### src/rtl/cv32e40p_tmr_fault_injector.sv
// rtl/cv32e40p_tmr_fault_injector.sv - TMR replica fault injector; optional random bit select via CV32E40P_FI_RANDOM_BIT_EN
module cv32e40p_tmr_fault_injector #(
  parameter int WIDTH   = 32,
  parameter int DELAY_W = 16,
  parameter int DUR_W   = 8
) (
  input  logic                     clk_i,
  input  logic                     rst_i,
  input  logic [WIDTH-1:0]         golden_i,
  input  logic                     cfg_valid_i,
  output logic                     cfg_ready_o,
  input  logic [1:0]               cfg_replica_i,
  input  logic [$clog2(WIDTH)-1:0] cfg_bit_i,
  input  logic [1:0]               cfg_mode_i,
  input  logic [DELAY_W-1:0]       cfg_delay_i,
  input  logic [DUR_W-1:0]         cfg_dur_i,
`ifdef CV32E40P_FI_RANDOM_BIT_EN
  input  logic                     cfg_rand_i,
`endif
  input  logic                     abort_i,
  output logic [WIDTH-1:0]         rep0_o,
  output logic [WIDTH-1:0]         rep1_o,
  output logic [WIDTH-1:0]         rep2_o,
  output logic                     active_o,
  output logic                     done_o,
  output logic                     err_o,
  output logic [15:0]              inj_count_o
);

  localparam int BIT_W = $clog2(WIDTH);

  localparam logic [1:0] MODE_FLIP = 2'b00;
  localparam logic [1:0] MODE_SA1  = 2'b10;

  typedef enum logic [1:0] {ST_IDLE, ST_WAIT, ST_INJECT} state_e;

  state_e             state_q, state_d;
  logic [DELAY_W-1:0] delay_cnt_q;
  logic [DUR_W-1:0]   dur_cnt_q;
  logic               perm_q;
  logic [1:0]         lat_replica_q;
  logic [BIT_W-1:0]   lat_bit_q;
  logic [1:0]         lat_mode_q;
  logic               done_q;
  logic               err_q;
  logic [15:0]        inj_cnt_q;

  logic [BIT_W-1:0]   sel_bit;
  logic               cfg_illegal;
  logic               accept;
  logic               legal_accept;
  logic               finite_end;
  logic               fault_val;

`ifdef CV32E40P_FI_RANDOM_BIT_EN
  logic [15:0] lfsr_q;

  // Free-running Fibonacci LFSR (taps 16,14,13,11) used for random bit targeting
  always_ff @(posedge clk_i or posedge rst_i) begin
    if (rst_i) lfsr_q <= 16'hACE1;
    else       lfsr_q <= {lfsr_q[14:0], lfsr_q[15] ^ lfsr_q[13] ^ lfsr_q[12] ^ lfsr_q[10]};
  end
`endif

  // Target bit selection and legality of the offered configuration
  always_comb begin
    sel_bit = cfg_bit_i;
`ifdef CV32E40P_FI_RANDOM_BIT_EN
    if (cfg_rand_i) sel_bit = BIT_W'(lfsr_q % 16'(WIDTH));
`endif
    cfg_illegal  = (cfg_replica_i == 2'd3) || (cfg_mode_i == 2'b11) || (32'(sel_bit) >= WIDTH);
    accept       = cfg_valid_i && cfg_ready_o;
    legal_accept = accept && !cfg_illegal;
    finite_end   = (state_q == ST_INJECT) && !perm_q && (dur_cnt_q == DUR_W'(1));
  end

  assign cfg_ready_o = (state_q == ST_IDLE) && !abort_i;
  assign active_o    = (state_q == ST_INJECT);
  assign done_o      = done_q;
  assign err_o       = err_q;
  assign inj_count_o = inj_cnt_q;

  // State register
  always_ff @(posedge clk_i or posedge rst_i) begin
    if (rst_i) state_q <= ST_IDLE;
    else       state_q <= state_d;
  end

  // Next-state logic; abort overrides every other transition
  always_comb begin
    state_d = state_q;
    case (state_q)
      ST_IDLE:   if (legal_accept) state_d = (cfg_delay_i == '0) ? ST_INJECT : ST_WAIT;
      ST_WAIT:   if (delay_cnt_q == '0) state_d = ST_INJECT;
      ST_INJECT: if (finite_end) state_d = ST_IDLE;
      default:   state_d = ST_IDLE;
    endcase
    if (abort_i) state_d = ST_IDLE;
  end

  // Latched configuration, counters and status pulses
  always_ff @(posedge clk_i or posedge rst_i) begin
    if (rst_i) begin
      delay_cnt_q   <= '0;
      dur_cnt_q     <= '0;
      perm_q        <= 1'b0;
      lat_replica_q <= '0;
      lat_bit_q     <= '0;
      lat_mode_q    <= '0;
      done_q        <= 1'b0;
      err_q         <= 1'b0;
      inj_cnt_q     <= '0;
    end else begin
      done_q <= finite_end && !abort_i;
      err_q  <= accept && cfg_illegal;
      if (legal_accept) begin
        lat_replica_q <= cfg_replica_i;
        lat_bit_q     <= sel_bit;
        lat_mode_q    <= cfg_mode_i;
        delay_cnt_q   <= (cfg_delay_i == '0) ? '0 : cfg_delay_i - DELAY_W'(1);
        dur_cnt_q     <= cfg_dur_i;
        perm_q        <= (cfg_dur_i == '0);
      end else if (state_q == ST_WAIT && delay_cnt_q != '0) begin
        delay_cnt_q <= delay_cnt_q - DELAY_W'(1);
      end
      // dur_cnt_q counts remaining INJECT cycles including the current one
      if (state_q == ST_INJECT && !perm_q && dur_cnt_q != '0)
        dur_cnt_q <= dur_cnt_q - DUR_W'(1);
      if (state_d == ST_INJECT && state_q != ST_INJECT && inj_cnt_q != 16'hFFFF)
        inj_cnt_q <= inj_cnt_q + 16'd1;
    end
  end

  // Zero-latency replica path; only the targeted bit of one replica is altered
  always_comb begin
    rep0_o = golden_i;
    rep1_o = golden_i;
    rep2_o = golden_i;
    if (lat_mode_q == MODE_FLIP) fault_val = ~golden_i[lat_bit_q];
    else                         fault_val = (lat_mode_q == MODE_SA1);
    if (state_q == ST_INJECT) begin
      case (lat_replica_q)
        2'd0:    rep0_o[lat_bit_q] = fault_val;
        2'd1:    rep1_o[lat_bit_q] = fault_val;
        2'd2:    rep2_o[lat_bit_q] = fault_val;
        default: ;
      endcase
    end
  end

endmodule

### config.mk
export PLATFORM = sky130hd
export DESIGN_NAME = cv32e40p_tmr_fault_injector
export DESIGN_NICKNAME = d
export VERILOG_FILES = /design/src/rtl/cv32e40p_tmr_fault_injector.sv
export SDC_FILE = /design/constraint.sdc
export NUM_CORES = 1
export LEC_CHECK = 0
export ABC_AREA = 1
export CORE_MARGIN = 3
export CORE_UTILIZATION = 44
export CTS_CLUSTER_DIAMETER = 50
export DETAILED_ROUTE_END_ITERATION = 6
export PLACE_DENSITY = 0.85
export SETUP_SLACK_MARGIN = 0.3
export SLEW_MARGIN = 25
export SYNTH_ARGS = -nofsm -noshare
export SYNTH_HDL_FRONTEND = slang
export SYNTH_SLANG_ARGS = --single-unit
### constraint.sdc
create_clock -name clk_i -period 3.35 [get_ports clk_i]
set_clock_uncertainty 0.1 [all_clocks]
set_input_delay 0.67 -clock clk_i [delete_from_list [all_inputs] [get_ports clk_i]]
set_output_delay 0.67 -clock clk_i [all_outputs]
set_load 0.05 [all_outputs]
==> results.cfg <==
[placement]
preCtsSetupSlack_ns = -0.0212
place_area_mm2 = 0.00942
place_congestion = 0.904
place_inst = 1462
hpwl_um = 16400
port-buffer-count = 184

[hold_path]
holdPathEnd = delay_cnt_q[15]$_DFFE_PP0P_
hp-class = reg2reg
hold_path_depth = 2
hp-start = delay_cnt_q[15]$_DFFE_PP0P_

[worst_setup_path]
critPathSlowestCell = o21ai_0
worstSetupPathDepth = 8
end_kind = output port
r2r-end = inj_count_o[1]$_DFFE_PP0P_
rr_worst_depth = 10
critPathBufInv = 4
cp.arrival_ns = 2.53
startpoint_type = flop
crit_family = simple AND/OR/NAND/NOR gates
ff2ff_setup_slack_ns = 0.91
crit_top_cell = inv_1
crit_type = reg2out
cp_max_fo = 8
critPathRequiredTime_ns = 2.58
r2r_start = state_q[1]$_DFF_PP0_
path_cells = inv_1 -> nor3_1 -> inv_1 -> o21ai_0 -> nand3_2 -> nand2_2 -> inv_2 -> buf_12
slowest_delay_ns = 0.57

[yosys]
async_flop_share_pct = 100
synth_fa_ha_area_share_pct = 0.981
synth_edf_count = 0
syn_nets = 1189
yosysTopAreaCell = dfrtp_1
yosysTopAreaCellShare_pct = 21.2
synth-compound-area-share_pct = 9.32
synth_area_leaders = dfrtp_1 (21%), nand2_1 (21%), inv_1 (11%)
yosysUniqueCellTypes = 45
ys_ff_latch = 54
synthXorXnorAreaFrac_pct = 3.57
muxShareOfSynthArea_pct = 0
ys.warnings.count = 0
synthesis.area_mm2 = 0.00638
syn_area_per_cell_um2 = 5.72
ys_seq_area_share_pct = 21.2
synthFlopType = dfrtp_1
synthSimpleGateAreaFrac_pct = 50.0
syn_inst = 1115
synth_top_family_by_area = simple AND/OR/NAND/NOR gates

[timing]
max_clock_freq_ghz = 0.303
slew_headroom_pct = 47.5
tightest_slew_ns = 0.786
final-setup-viol-count = 0
fin_crit_sh_pct = 98.5
min_period_ns = 3.30
hold_viol_final = 0
slew_violations = 0
fin_hold_ws_ns = 0.386
final.setup.worst_slack_ns = 0.0512
rsz0062_at_grt = true
tns_ns = 0

[layout]
multi_input_area_mm2 = 0.00488
mostFrequentLayoutCells = nand2_1 (277), nor2_1 (104), inv_2 (101), buf_12 (100), inv_1 (95)
fin_cells = 1497
num-nets-final = 1385
final_common_cell = nand2_1
fin_util_pct = 75.8
final_cell_area_mm2 = 0.0106
layout-area-overhead-vs-synth_pct = 67.0
final-seq-area_mm2 = 0.00135
n_fill_cell = 938
drive_gt1_share_pct = 35.6

[detailed_routing]
drtIter0Drc = 878
drtAntennaViolNets = 0
wl_per_cell_um = 16.8
drc = 0
avgViaCountPerCell = 5.68
routed_wl_um = 25100
vias = 8506
drtPass1Iterations = 5

[floorplan]
initial_core_util_pct = 45.4
die_x_um = 126
rows = 43
core-area_mm2 = 0.0140
pin_count = 185
die_area_mm2 = 0.0160
die_y_um = 126

[status]
status = finished, final reports clean

[grt]
grt_pass1_wl_um = 36400
grt_max_degree = 55
grtUsageTotal_pct = 27.1
antenna_found_initial = 3
grt.overflow.total = 0
grt_pass1_vias = 7719

[cts]
cts_root_buf = clkbuf_16
cts_tree = done
cts_max_level = 2
numCtsBuffers = 5
clkSlewWorstSetupHoldPaths_ns = 0.07
clkLatencyLatePin_ns = 0.29
cts_sinks = 54
postCtsHoldBufs = 0
cts_max_path_buffers = 2

[pwr]
power_density_mw_per_mm2 = 363
ir_drop_v = 0.000288
finalPower_mw = 3.87
leakage_nw = 5.07

[flow_run]
max_cap_viol_count = 0
[layout make-up]
class,instances,area share [%]
multi-input combinational,822,45.8
clock inverter,1,0.0823
clock buffer,7,1.34
antenna,5,0.118
inverter,198,7.00
tap,180,2.12
sequential,54,12.7
timing repair buffer,230,30.8
[routing by layer]
layer,routed length [µm],GRT usage [%],vias to the layer above
met3,2280,4.42,145
met2,12000,46.9,573
li1,-,-,3899
met4,1400,12.1,2
met1,9390,32.9,3887
met5,8,0,-
[worst max-delay path by stage]
stage	start	end
floorplan	lat_bit_q[0]$_DFFE_PP0N_	rep1_o[12]
CTS	golden_i[9]	rep1_o[0]
detailed placement	golden_i[2]	rep2_o[21]
finish	lat_bit_q[4]$_DFFE_PP0N_	rep1_o[23]
global placement	golden_i[3]	rep0_o[16]
global route	lat_bit_q[0]$_DFFE_PP0N_	rep1_o[10]
[Yosys cell counts (3+ instances only)]
cell	instances
nand2_1	352
nor2_2	3
nand3_2	21
clkbuf_1	22
nand3_4	10
nor4_1	3
nand2_4	3
inv_2	4
nor2_1	108
xnor2_1	10
o211ai_1	3
o21ai_0	65
nand3b_1	3
ha_1	5
nand4_1	7
xor2_1	16
nor3_1	18
nand2_2	4
inv_1	193
buf_6	5
dfrtp_1	54
buf_4	4
buf_2	4
buf_1	6
a21oi_1	18
o22ai_1	8
nand3_1	143
[kinds of logic after synthesis]
family,count (synthesis)
AOI/OAI and AO/OA,107
xor gates and xnor gates,26
adders and majority gates,5
buffers and inverters,239
DFF,54
and+or+nand+nor,684
[timing repair]
action | in CTS | in global routing
resized for setup | 89 | 255
gates cloned | 4 | 1
setup buffers | 12 | 5
pin swaps | 17 | 94
endpoints found under the setup margin | 96 | 96
[flip-flops by register name, summed over array words and instances, names as in the netlist]
name and cells:
delay_cnt_q 16, inj_count_o 16, dur_cnt_q 8, lat_bit_q 5, lat_mode_q 2, lat_replica_q 2
state_q 2, done_o 1, err_o 1, perm_q 1
[worst reg2reg max path: stages, from the launching register on]
cell and delay [ns]:
dfrtp_1 0.47, nor3_2 0.25, nand2_2 0.15, nor2_8 0.31, inv_2 0.21, o21ai_2 0.17, nor2_2 0.08, nor2_8 0.24
nand2_4 0.19, nand2_1 0.11, nand2_1 0.05
[report_power, final]
group / leakage (nW) / switching, mW / internal (mW)
sequential: 0.688 / 0.140 / 0.786
combinational: 4.30 / 1.46 / 0.951
clock: 0.0745 / 0.232 / 0.301
total: 5.07 / 1.83 / 2.04
Note: power is estimated with default switching activity, not from simulation.
